--- src/rtl/tetris_move_ctrl.sv ---
// -----------------------------------------------------------------------------
// tetris_move_ctrl
//
// Purpose:
//   Runs every move of the active piece through the field collision checker.
//   A player command is latched in IDLE, a candidate position/rotation is
//   computed (PRECHK), driven to the block expander and field checker for
//   CHK_LAT cycles (PROBE), and the sampled checker error decides whether
//   the candidate is committed, rejected, or the piece is locked (RESOLVE /
//   LOCK). This block owns the committed piece position.
//
// Ports:
//   clk, rst_n            clock, synchronous active-low reset
//   cmd_valid, cmd[2:0]   command request (0 left, 1 right, 2 down, 3 rotate,
//                         4 spawn, 5 hard drop when enabled, else illegal)
//   cmd_ready             high only in IDLE
//   cand_x/y/rot          candidate position to expander / checker
//   chk_err               checker error (collision or bit loss)
//   pos_x/y/rot           committed position
//   done, accepted        completion pulse and its result
//   lock_pulse            merge piece into background
//   game_over             sticky until reset
//
// Handshake: a command transfers on a rising edge where cmd_valid and
// cmd_ready are both high; cmd_valid while busy is ignored, never queued.
//
// Optional feature: define TETRIS_HARD_DROP_EN to enable cmd=5 (hard drop).
//
// Result pulses (done, accepted, lock_pulse) are registered: they are set on
// the edge that leaves RESOLVE/LOCK, so they are visible in the following
// cycle, together with the updated pos_* and cmd_ready=1.
// -----------------------------------------------------------------------------
module tetris_move_ctrl #(
    parameter int COLS    = 20,
    parameter int ROWS    = 20,
    parameter int CHK_LAT = 1,
    parameter int SPAWN_X = 8,
    parameter int SPAWN_Y = 0
) (
    input  logic       clk,
    input  logic       rst_n,
    input  logic       cmd_valid,
    input  logic [2:0] cmd,
    output logic       cmd_ready,
    output logic [4:0] cand_x,
    output logic [4:0] cand_y,
    output logic [1:0] cand_rot,
    input  logic       chk_err,
    output logic [4:0] pos_x,
    output logic [4:0] pos_y,
    output logic [1:0] pos_rot,
    output logic       done,
    output logic       accepted,
    output logic       lock_pulse,
    output logic       game_over
);

    typedef enum logic [2:0] {
        S_IDLE    = 3'd0,
        S_PRECHK  = 3'd1,
        S_PROBE   = 3'd2,
        S_RESOLVE = 3'd3,
        S_LOCK    = 3'd4
    } state_t;

    localparam logic [2:0] CMD_LEFT  = 3'd0;
    localparam logic [2:0] CMD_RIGHT = 3'd1;
    localparam logic [2:0] CMD_DOWN  = 3'd2;
    localparam logic [2:0] CMD_ROT   = 3'd3;
    localparam logic [2:0] CMD_SPAWN = 3'd4;
`ifdef TETRIS_HARD_DROP_EN
    localparam logic [2:0] CMD_HARD  = 3'd5;
`endif

    localparam logic [4:0] X_MAX    = 5'(COLS - 1);
    localparam logic [4:0] Y_MAX    = 5'(ROWS - 1);
    localparam logic [4:0] SX       = 5'(SPAWN_X);
    localparam logic [4:0] SY       = 5'(SPAWN_Y);
    localparam logic [2:0] LAT_LAST = 3'(CHK_LAT - 1);

    state_t     state_q;
    logic [2:0] cmd_q;
    logic [2:0] cnt_q;
    logic       err_q;
    logic       rej_q;
    logic [4:0] pos_x_q, pos_y_q, cand_x_q, cand_y_q;
    logic [1:0] pos_rot_q, cand_rot_q;
    logic       done_q, accepted_q, lock_q, game_over_q;

    // Candidate for the latched command, plus the two short-cut decisions
    // that skip the probe entirely.
    logic [4:0] cand_x_d, cand_y_d;
    logic [1:0] cand_rot_d;
    logic       pre_rej_d, pre_lock_d;

    always_comb begin
        cand_x_d   = pos_x_q;
        cand_y_d   = pos_y_q;
        cand_rot_d = pos_rot_q;
        pre_rej_d  = 1'b0;
        pre_lock_d = 1'b0;
        case (cmd_q)
            CMD_LEFT:  if (pos_x_q == 5'd0)  pre_rej_d  = 1'b1; else cand_x_d = pos_x_q - 5'd1;
            CMD_RIGHT: if (pos_x_q == X_MAX) pre_rej_d  = 1'b1; else cand_x_d = pos_x_q + 5'd1;
            CMD_DOWN:  if (pos_y_q == Y_MAX) pre_lock_d = 1'b1; else cand_y_d = pos_y_q + 5'd1;
            CMD_ROT:   cand_rot_d = pos_rot_q + 2'd1;
            CMD_SPAWN: begin
                cand_x_d   = SX;
                cand_y_d   = SY;
                cand_rot_d = 2'd0;
            end
`ifdef TETRIS_HARD_DROP_EN
            CMD_HARD:  if (pos_y_q == Y_MAX) pre_lock_d = 1'b1; else cand_y_d = pos_y_q + 5'd1;
`endif
            default:   pre_rej_d = 1'b1;
        endcase
        // A finished game rejects everything, spawn included.
        if (game_over_q) begin
            pre_rej_d  = 1'b1;
            pre_lock_d = 1'b0;
        end
    end

    always_ff @(posedge clk) begin
        if (!rst_n) begin
            state_q     <= S_IDLE;
            cmd_q       <= 3'd0;
            cnt_q       <= 3'd0;
            err_q       <= 1'b0;
            rej_q       <= 1'b0;
            pos_x_q     <= SX;
            pos_y_q     <= SY;
            pos_rot_q   <= 2'd0;
            cand_x_q    <= SX;
            cand_y_q    <= SY;
            cand_rot_q  <= 2'd0;
            done_q      <= 1'b0;
            accepted_q  <= 1'b0;
            lock_q      <= 1'b0;
            game_over_q <= 1'b0;
        end else begin
            done_q     <= 1'b0;
            accepted_q <= 1'b0;
            lock_q     <= 1'b0;
            case (state_q)
                S_IDLE: begin
                    if (cmd_valid) begin
                        cmd_q   <= cmd;
                        state_q <= S_PRECHK;
                    end
                end
                S_PRECHK: begin
                    cnt_q <= 3'd0;
                    rej_q <= pre_rej_d;
                    if (pre_rej_d) begin
                        state_q <= S_RESOLVE;      // cand_* stay equal to pos_*
                    end else if (pre_lock_d) begin
                        state_q <= S_LOCK;
                    end else begin
                        cand_x_q   <= cand_x_d;
                        cand_y_q   <= cand_y_d;
                        cand_rot_q <= cand_rot_d;
                        state_q    <= S_PROBE;
                    end
                end
                S_PROBE: begin
                    if (cnt_q == LAT_LAST) begin
`ifdef TETRIS_HARD_DROP_EN
                        if (cmd_q == CMD_HARD) begin
                            // Each clean step commits and probes one row lower.
                            if (chk_err) begin
                                {cand_x_q, cand_y_q, cand_rot_q} <= {pos_x_q, pos_y_q, pos_rot_q};
                                state_q <= S_LOCK;
                            end else begin
                                pos_y_q <= cand_y_q;
                                cnt_q   <= 3'd0;
                                if (cand_y_q == Y_MAX) state_q <= S_LOCK;
                                else cand_y_q <= cand_y_q + 5'd1;
                            end
                        end else
`endif
                        if (cmd_q == CMD_DOWN && chk_err) begin
                            // Blocked soft drop locks directly, keeping the
                            // probed command latency of 2+CHK_LAT.
                            {cand_x_q, cand_y_q, cand_rot_q} <= {pos_x_q, pos_y_q, pos_rot_q};
                            state_q <= S_LOCK;
                        end else begin
                            err_q   <= chk_err;
                            state_q <= S_RESOLVE;
                        end
                    end else begin
                        cnt_q <= cnt_q + 3'd1;
                    end
                end
                S_RESOLVE: begin
                    done_q  <= 1'b1;
                    state_q <= S_IDLE;
                    if (!rej_q && !err_q) begin
                        {pos_x_q, pos_y_q, pos_rot_q} <= {cand_x_q, cand_y_q, cand_rot_q};
                        accepted_q <= 1'b1;
                    end else if (!rej_q && cmd_q == CMD_SPAWN) begin
                        // Overlapping spawn stays displayed.
                        {pos_x_q, pos_y_q, pos_rot_q} <= {cand_x_q, cand_y_q, cand_rot_q};
                        game_over_q <= 1'b1;
                    end else begin
                        {cand_x_q, cand_y_q, cand_rot_q} <= {pos_x_q, pos_y_q, pos_rot_q};
                    end
                end
                S_LOCK: begin
                    lock_q  <= 1'b1;
                    done_q  <= 1'b1;
                    state_q <= S_IDLE;
                end
                default: state_q <= S_IDLE;
            endcase
        end
    end

    assign cmd_ready  = (state_q == S_IDLE);
    assign cand_x     = cand_x_q;
    assign cand_y     = cand_y_q;
    assign cand_rot   = cand_rot_q;
    assign pos_x      = pos_x_q;
    assign pos_y      = pos_y_q;
    assign pos_rot    = pos_rot_q;
    assign done       = done_q;
    assign accepted   = accepted_q;
    assign lock_pulse = lock_q;
    assign game_over  = game_over_q;

endmodule

--- config.mk ---
export PLATFORM = sky130hd
export DESIGN_NAME = tetris_move_ctrl
export DESIGN_NICKNAME = d
export VERILOG_FILES = /design/src/rtl/tetris_move_ctrl.sv
export SDC_FILE = /design/constraint.sdc
export NUM_CORES = 1
export LEC_CHECK = 0
export ABC_AREA = 1
export CORE_MARGIN = 2
export CORE_UTILIZATION = 61
export CTS_BUF_LIST = sky130_fd_sc_hd__clkbuf_2 sky130_fd_sc_hd__clkbuf_4 sky130_fd_sc_hd__clkbuf_8
export CTS_CLUSTER_DIAMETER = 150
export DETAILED_ROUTE_END_ITERATION = 8
export HOLD_SLACK_MARGIN = 0.02
export PLACE_DENSITY = 0.88
export SLEW_MARGIN = 20
export SYNTH_ARGS = -nofsm -noshare
export SYNTH_HDL_FRONTEND = slang
export SYNTH_SLANG_ARGS = --single-unit
--- constraint.sdc ---
create_clock -name clk -period 3.5 [get_ports clk]
set_input_delay 0.7 -clock clk [delete_from_list [all_inputs] [get_ports clk]]
set_output_delay 0.7 -clock clk [all_outputs]
set_load 0.02 [all_outputs]
Word level (Yosys, flattened, before mapping)
Cells that the tools add are included.

cells by class
  bitwise gates (word level) = 2
  order comparisons = 0
  reduce and logical (&&, ||, !) cells = 20
  div/mod/pow operators = 0
  multipliers = 0
  $add $sub $neg = 5
  shift operators = 0
  eq/ne operators = 16
  multiplexer cells = 45

operators with widths
  operator             count
  $mux 5               15
  $pmux 5 s3           3
  $mux 3               6
  $eq 3x2->1 const B   4
  $mux 2               6
  $ne 2x2->1 const B   6
  $add 5x1->5 const B  2
  $eq 5x5->1 const B   2
  $pmux 5 s2           1
  $logic_not 3->1      3
  $mux 1               9
  $pmux 3 s3           1
  $reduce_and 2->1     4
  $eq 3x1->1 const B   2
  $eq 3x3->1 const B   2
  $pmux 2 s3           1
  $pmux 3 s2           1
  $reduce_and 3->1     2
  $logic_not 5->1      1
  $reduce_and 5->1     1
  $sub 5x1->5 const B  1
  $pmux 2 s2           1
  $add 3x1->3 const B  1
  $logic_and 1x1->1    3
  8 further kinds      10

word-level totals
  memories kept = 0
  bits in registers = 39
  ROM bits = 0
  output and inout bits = 29
  bits in latches = 0
  RAM bits = 0

Logic depth before layout (Yosys ltp)
Gate-level depths: netlist (run 1).

  depth after elaboration = 7
  depth in mapped cells = 13
  mapped depth without buffers = 12

Worst setup path before layout (run 1)
Ideal clock, no wire load.

  path type = reg-to-reg
  start point = register pos_x_q[0], in the netlist pos_x[0]
  end point = register cand_x_q[3], in the netlist cand_x[3]
  data arrival time = 1.854 ns
  setup slack = 1.529 ns
  required time = 3.383 ns
  clock period less this slack = 1.971 ns
  stages on the path, launching flop included = 13
  buffers on the path = 2
  setup time = 0.117 ns
  cells stage by stage = dfxtp_1 clkbuf_1 inv_1 ha_1 nand3_1 inv_1 nand2_1 nand2_1 nand2_2 nand2_4 buf_6 a21oi_1 nand2_1

on the way
  word-level cells in the longest chain between the ends = 6
  elaborated cells on any way between the ends = 16
  those cells by class = 2 x add/sub; 2 x eq/ne; 10 x mux; 2 x reduce/logical

ends and longest elaborated chain
  element                                         line      text
  start: declaration                              86        logic [4:0] pos_x_q, pos_y_q, cand_x_q, cand_y_q;
  start signal: assignment                        199       {pos_x_q, pos_y_q, pos_rot_q} <= {cand_x_q, cand_y_q, cand_rot_q};
  start signal: assignment                        203       {pos_x_q, pos_y_q, pos_rot_q} <= {cand_x_q, cand_y_q, cand_rot_q};
  $add 5x1->5 (tied with other cells)             104       CMD_RIGHT: if (pos_x_q == X_MAX) pre_rej_d = 1'b1; else cand_x_d = pos_x_q + 5'd1;
  $mux 5 (tied with other cells)                  104
  $pmux 5 s3 or $pmux 1 s3 (tied branches)        102       case (cmd_q)
  $mux 5 or $mux 1 (tied branches)                157, 118
  $mux 5 or $ne 2x2->1 (tied branches)            n/a
  $pmux 5 s3 or $reduce_and 5->1 (tied branches)  n/a
  end signal: assignment                          160       cand_x_q <= cand_x_d;
  end signal: assignment                          185       {cand_x_q, cand_y_q, cand_rot_q} <= {pos_x_q, pos_y_q, pos_rot_q};
  end signal: assignment                          206       {cand_x_q, cand_y_q, cand_rot_q} <= {pos_x_q, pos_y_q, pos_rot_q};
  end: declaration                                86

Several ways; a longest one is shown, not always the timed one. The select of a mux whose other input is x is not followed.
A chain may end at the register's enable or synchronous reset.

Final worst setup path (run 1)
  start point = register state_q[0]
  end point = output port cmd_ready

on the way
  word-level cells in the longest chain between the ends = 1

ends and longest elaborated chain
  element                   line  text
  start: declaration        81    state_t state_q;
  start signal: assignment  126   state_q <= S_IDLE;
  start signal: assignment  149   state_q <= S_PRECHK;
  start signal: assignment  156   state_q <= S_RESOLVE;
  $logic_not 3->1           219   assign cmd_ready = (state_q == S_IDLE);
  end: declaration          44    output logic cmd_ready,

No other way between the ends.

==> impl_metrics.csv, run 1 <==
group,metric,value,unit
floorplanning,die_h,68.3,um
setup_path,cp_data_required_time,2.80,ns
sta,finClkSkew,0.00589,ns
setup_path,end_kind,"primary output",
global_routing,antenna_found_initial,0,
sta,fin_ws,1.09,ns
global_routing,grt_pass1_vias,2442,
global_routing,grt_busiest_layer,"met2",
synthesis,synth_area_per_cell,6.13,um2
setup_path,crit_path_max_incr_delay,0.61,ns
sta,grt_setup_unrepaired,"false",
synthesis,synth-seq-cells,39,
setup_path,criticalPathCategory,"reg2out",
global_routing,grt-ovfl-total,0,
final_layout,multi_input_area,1450,um2
setup_path,cp_max_fo,5,
placement,place.gp.congestion,0.899,
detailed_routing,first_pass_iters,6,
final_layout,drive_gt1_share,7.05,%
power,pwr_density_cell,540,nW/um2
setup_path,path_cells,"nor2_1 > nand2_1 > inv_1 > clkdlybuf4s50_1",
synthesis,synth.distinct_cells,27,
sta,finalSetupViolCount,0,
final_layout,nets,451,
final_layout,nFillCells,329,
run_status,status,"complete, no violations",
placement,post_dp_cell_area,2860,um2
cts,insertion_delay,0.29,ns
setup_path,reg2regPathDepth,8,
synthesis,ys_warn_count,0,
sta,maxSlewHeadroom,49.1,%
detailed_routing,via_count,2737,
cts,clkSlewWorstSetupHoldPaths,0.07,ns
cts,hold_buffers,0,
cts,clock_path_buffers,2,
final_layout,fin_util,74.1,%
sta,fin_crit_sh,69.0,%
floorplanning,rows,23,
worst_hold_path,hp-start,"cnt_q[1]",
floorplanning,die-width,68.3,um
setup_path,cp.arrival,1.71,ns
global_routing,use_met1,36.4,%
detailed_routing,drtAntennaViolNets,0,
setup_path,rr_endpoint,"cand_y[4]",
global_routing,grt_max_degree,23,
setup_path,rr_startpoint,"cmd_q[1]",
sta,max_freq,414,MHz
sta,period_needed,2.41,ns
detailed_routing,drcViolationCount,0,
cts,cts_max_level,2,
cts,cts_tree,"built",
global_routing,grtUsageTotal,29.5,%
synthesis,syn_inst,411,
final_layout,regArea,781,um2
cts,post_cts_buffers,0,
placement,dp_slack,1.31,ns
detailed_routing,drt_wl_total,6530,um
sta,finalHoldViolCount,0,
floorplanning,ios,36,
global_routing,use_met3,4.28,%
power,vdd_drop_max,348,uV
floorplanning,start_util,63.0,%
synthesis,netlist_area,2520,um2
cts,cts_resized,0,
final_layout,diodes,0,
setup_path,slowest_stage,"clkdlybuf4s50_1",
power,p_leak,0.00134,uW
synthesis,ys_seq_area_share,31.0,%
sta,tns,0,ns
detailed_routing,wire_per_inst,13.3,um
synthesis,synth_fp_nets,423,
floorplanning,die-area,4660,um2
cts,cts-root-buf,"clkbuf_8",
cts,cts_buffers,5,
final_layout,fin_area,2960,um2
final_layout,area_growth,17.7,%
sta,worst_pin_slew,0.763,ns
placement,portBuffers,35,
placement,place_inst,482,
detailed_routing,routed_via_density,5.59,
final_layout,fin_cells,490,
placement,place_hpwl,4500,um
cts,cts_sinks,39,
worst_hold_path,min_path_cells,2,
worst_hold_path,hold_class,"reg2reg",
detailed_routing,drt-initial-drc-count,257,
job,cap_violations,0,
global_routing,grt_pass1_wl,10400,um
global_routing,met2_usage,49.5,%
setup_path,reg2reg_slack,1.25,ns
worst_hold_path,holdPathEnd,"cnt_q[1]",
sta,slew_viol_final,0,
setup_path,cp-start-kind,"register",
floorplanning,design.core.area,4000,um2
[placed cells by master (no fill, tap or decap), drive strengths merged]
cell / instances
inv: 55
dfxtp: 39
o211ai: 1
a211oi: 3
o21ai: 15
nand4: 10
a21oi: 29
nor2: 48
buf: 1
a31oi: 1
nor3: 1
or2: 1
xor2: 2
clkbuf: 8
nand3: 61
nand2: 125
clkdlybuf4s50: 35
ha: 5
[worst max-delay path, delay by kind of cell, from the launching register on]
| kind | cells | cell delay, ns |
|---|---|---|
| buf+inv | 2 | 0.73 |
| flops | 1 | 0.40 |
| simple gates | 2 | 0.29 |
[cell usage after synthesis (all sizes together)]
cell type	number	share of area, %
inv	55	8.2
dfxtp	39	31
clkbuf	6	0.89
o21ai	15	3.0
nand2	125	20
nand4	10	2.5
o211ai	1	0.30
a31oi	1	0.25
nor3	1	0.20
ha	5	2.5
a211oi	3	0.89
xor2	2	0.70
buf	9	2.2
nand3	61	12
or2	1	0.25
a21oi	29	5.8
nor2	48	9.5
[registers in the layout (all words and copies together) (netlist names), 2 cells and up]
register / cells
cand_x: 5
cand_y: 5
pos_x: 5
pos_y: 5
cmd_q: 3
cnt_q: 3
state_q: 3
cand_rot: 2
pos_rot: 2
[kinds of logic (layout without fill, tap and decap cells)]
family | count (synthesis) | after routing | share of synthesized area (%)
flip-flops | 39 | 39 | 31.0
buffers and inverters | 70 | 99 | 11.3
AND/OR/NAND/NOR | 246 | 246 | 44.3
AO/OA/AOI/OAI | 49 | 49 | 10.2
XOR/XNOR | 2 | 2 | 0.696
adder cells (fa/ha/maj) | 5 | 5 | 2.48
[report_power, final]
group,internal [uW],switching (uW)
Combinational,247,443
Sequential,511,60.5
Clock,187,152
Total,946,656
[metrics by stage]
stage	power [uW]	hold slack, ns
6_report	1600	0.492
5_1_grt	1700	0.520
3_5_place_dp	1260	0.474
3_3_place_gp	1240	0.465
2_1_floorplan	1070	0.450
4_1_cts	1600	0.489
[how the worst max path moves through the flow]
stage               startpoint  slack (ns)   endpoint
floorplan             pos_x[0]        1.53  cand_x[3]
global placement         rst_n        1.34  cand_x[3]
detailed placement     chk_err        1.31  cand_x[3]
CTS                 state_q[0]        1.09  cmd_ready
global route        state_q[0]        1.03  cmd_ready
finish              state_q[0]        1.09  cmd_ready
[cell type report]
| cell class | count | share of cell area, % |
|---|---|---|
| Clock buffer | 8 | 3.50 |
| Inverter | 55 | 6.96 |
| Multi-Input combinational cell | 302 | 49.0 |
| Sequential cell | 39 | 26.3 |
| Tap cell | 50 | 2.11 |
| Timing Repair Buffer | 36 | 12.1 |
[routing by layer]
metal | part of all wire (%) | vias up
li1 | - | 1379
met1 | 41 | 1206
met2 | 48 | 129
met3 | 8.0 | 23
met4 | 2.9 | 0
met5 | 0 | -
(Power assumes the default switching activity.)
==> run 2, diff against run 1 <==
Settings changed: CORE_UTILIZATION 61 to 51, PLACE_DENSITY 0.88 to 0.78.
Clock period 3.5 ns to 2.2 ns, I/O delays scaled along.
==> impl_metrics.csv, run 2 (same netlist as run 1, synthesis figures left out) <==
group,metric,value,unit
run_status,status,"complete, no violations",
power,p_leak,0.00137,uW
power,pwr_density_cell,814,nW/um2
cts,cts_max_level,2,
global_routing,grt_max_degree,23,
global_routing,grtUsageTotal,25.3,%
setup_path,crit_path_max_incr_delay,0.67,ns
global_routing,grt_pass1_wl,10800,um
global_routing,grt_pass1_vias,2431,
worst_hold_path,hold_class,"reg2reg",
detailed_routing,first_pass_iters,5,
sta,max_freq,514,MHz
setup_path,cp-start-kind,"register",
setup_path,path_delay_family,"buffers and inverters",
placement,place_hpwl,4530,um
detailed_routing,routed_via_density,5.28,
cts,cts_tree,"built",
detailed_routing,drcViolationCount,0,
floorplanning,ios,36,
setup_path,cp.arrival,1.51,ns
detailed_routing,drt-initial-drc-count,172,
floorplanning,die-width,74.3,um
floorplanning,rows,25,
sta,tns,0,ns
cts,cts_resized,0,
final_layout,drive_gt1_share,8.52,%
final_layout,regArea,782,um2
sta,fin_crit_sh,88.4,%
setup_path,slowest_stage,"clkdlybuf4s50_1",
global_routing,grt-ovfl-total,0,
final_layout,nFillCells,472,
placement,portBuffers,35,
detailed_routing,drt_wl_total,6480,um
power,vdd_drop_max,613,uV
cts,cts_sinks,39,
cts,hold_buffers,0,
final_layout,area_growth,20.0,%
final_layout,final_cell_mix,"120 x nand2_1, 60 x nand3_1, 49 x inv_1",
cts,clock_path_buffers,2,
cts,cts-root-buf,"clkbuf_8",
global_routing,antenna_found_initial,0,
final_layout,fin_cells,513,
sta,period_needed,1.95,ns
setup_path,cp_max_fo,8,
final_layout,diodes,0,
placement,place.gp.congestion,0.897,
setup_path,criticalPathCategory,"reg2out",
cts,insertion_delay,0.29,ns
cts,post_cts_buffers,0,
sta,worst_pin_slew,0.777,ns
setup_path,end_kind,"primary output",
final_layout,multi_input_area,1450,um2
placement,place_inst,507,
floorplanning,die-area,5520,um2
sta,slew_viol_final,0,
floorplanning,start_util,53.0,%
sta,finalHoldViolCount,0,
sta,finalSetupViolCount,0,
sta,maxSlewHeadroom,48.2,%
setup_path,cp_data_required_time,1.76,ns
cts,cts_buffers,5,
sta,grt_setup_unrepaired,"false",
setup_path,critPathBufInv,1,
setup_path,path_cells,"clkdlybuf4s50_1",
final_layout,mostFrequentLayoutCell,"nand2_1",
final_layout,nets,459,
cts,clkSlewWorstSetupHoldPaths,0.07,ns
detailed_routing,wire_per_inst,12.6,um
floorplanning,die_h,74.3,um
detailed_routing,drtAntennaViolNets,0,
floorplanning,design.core.area,4750,um2
sta,finClkSkew,0.00434,ns
job,cap_violations,0,
detailed_routing,via_count,2709,
-- run 2: cell types whose count changed in the layout (fill, tap and decap cells not counted) --
cell,change
dlymetal6s2s_1,+1
clkbuf_8,-2
dfxtp_1,-1
buf_4,+8
clkdlybuf4s50_1,-1
dfxtp_2,+1
-- run 2: worst paths after layout --
| kind | start | end | slack [ns] | cells after the start |
|---|---|---|---|---|
| max | pos_x[3] | pos_x[3] | 0.25 | 1 |
| min | cnt_q[2] | cnt_q[2] | 0.49 | 2 |
| max reg2reg | pos_x[0] | cand_x[1] | 0.33 | 12 |
| min reg2reg | cnt_q[2] | cnt_q[2] | 0.49 | 2 |
-- run 2: stage by stage --
stage / total power, uW / hold slack [ns] / setup WS (ns) / cell area [um2] / util [%]
after floorplan: 1690 / 0.450 / 0.229 / 2520 / -
after global placement: 1990 / 0.460 / 0.287 / 2940 / 61.9
after detailed placement: 2010 / 0.477 / 0.240 / 2940 / 61.9
after CTS: 2470 / 0.488 / 0.0808 / 3020 / 63.5
after global routing: 2650 / 0.501 / 0.139 / 3020 / 63.6
final: 2460 / 0.487 / 0.254 / 3020 / 63.6
-- run 2: metal layers --
metal	global-route usage (%)	share of wire (%)	vias to the layer above
met5	0	0	-
met4	12.1	2.2	0
met3	5.56	6.5	15
met2	40.6	47	90
met1	32.6	44	1214
li1	-	-	1390
-- run 2: layout make-up --
type                       instances  share of cell area, %
multi-input combinational        302                   48.1
tap                               67                   2.77
timing repair buffer              44                   13.9
sequential                        39                   25.9
clock buffer                       6                   2.53
inverter                          55                   6.83
-- run 2: where the power goes --
group | switching [uW] | internal [uW]
logic | 698 | 400
clock network | 238 | 224
registers | 88.2 | 814
-- run 2: tightest hold or removal path: stages, from the launching register on --
cell and delay [ns]:
dfxtp_1 0.30, inv_1 0.08, a211oi_1 0.07
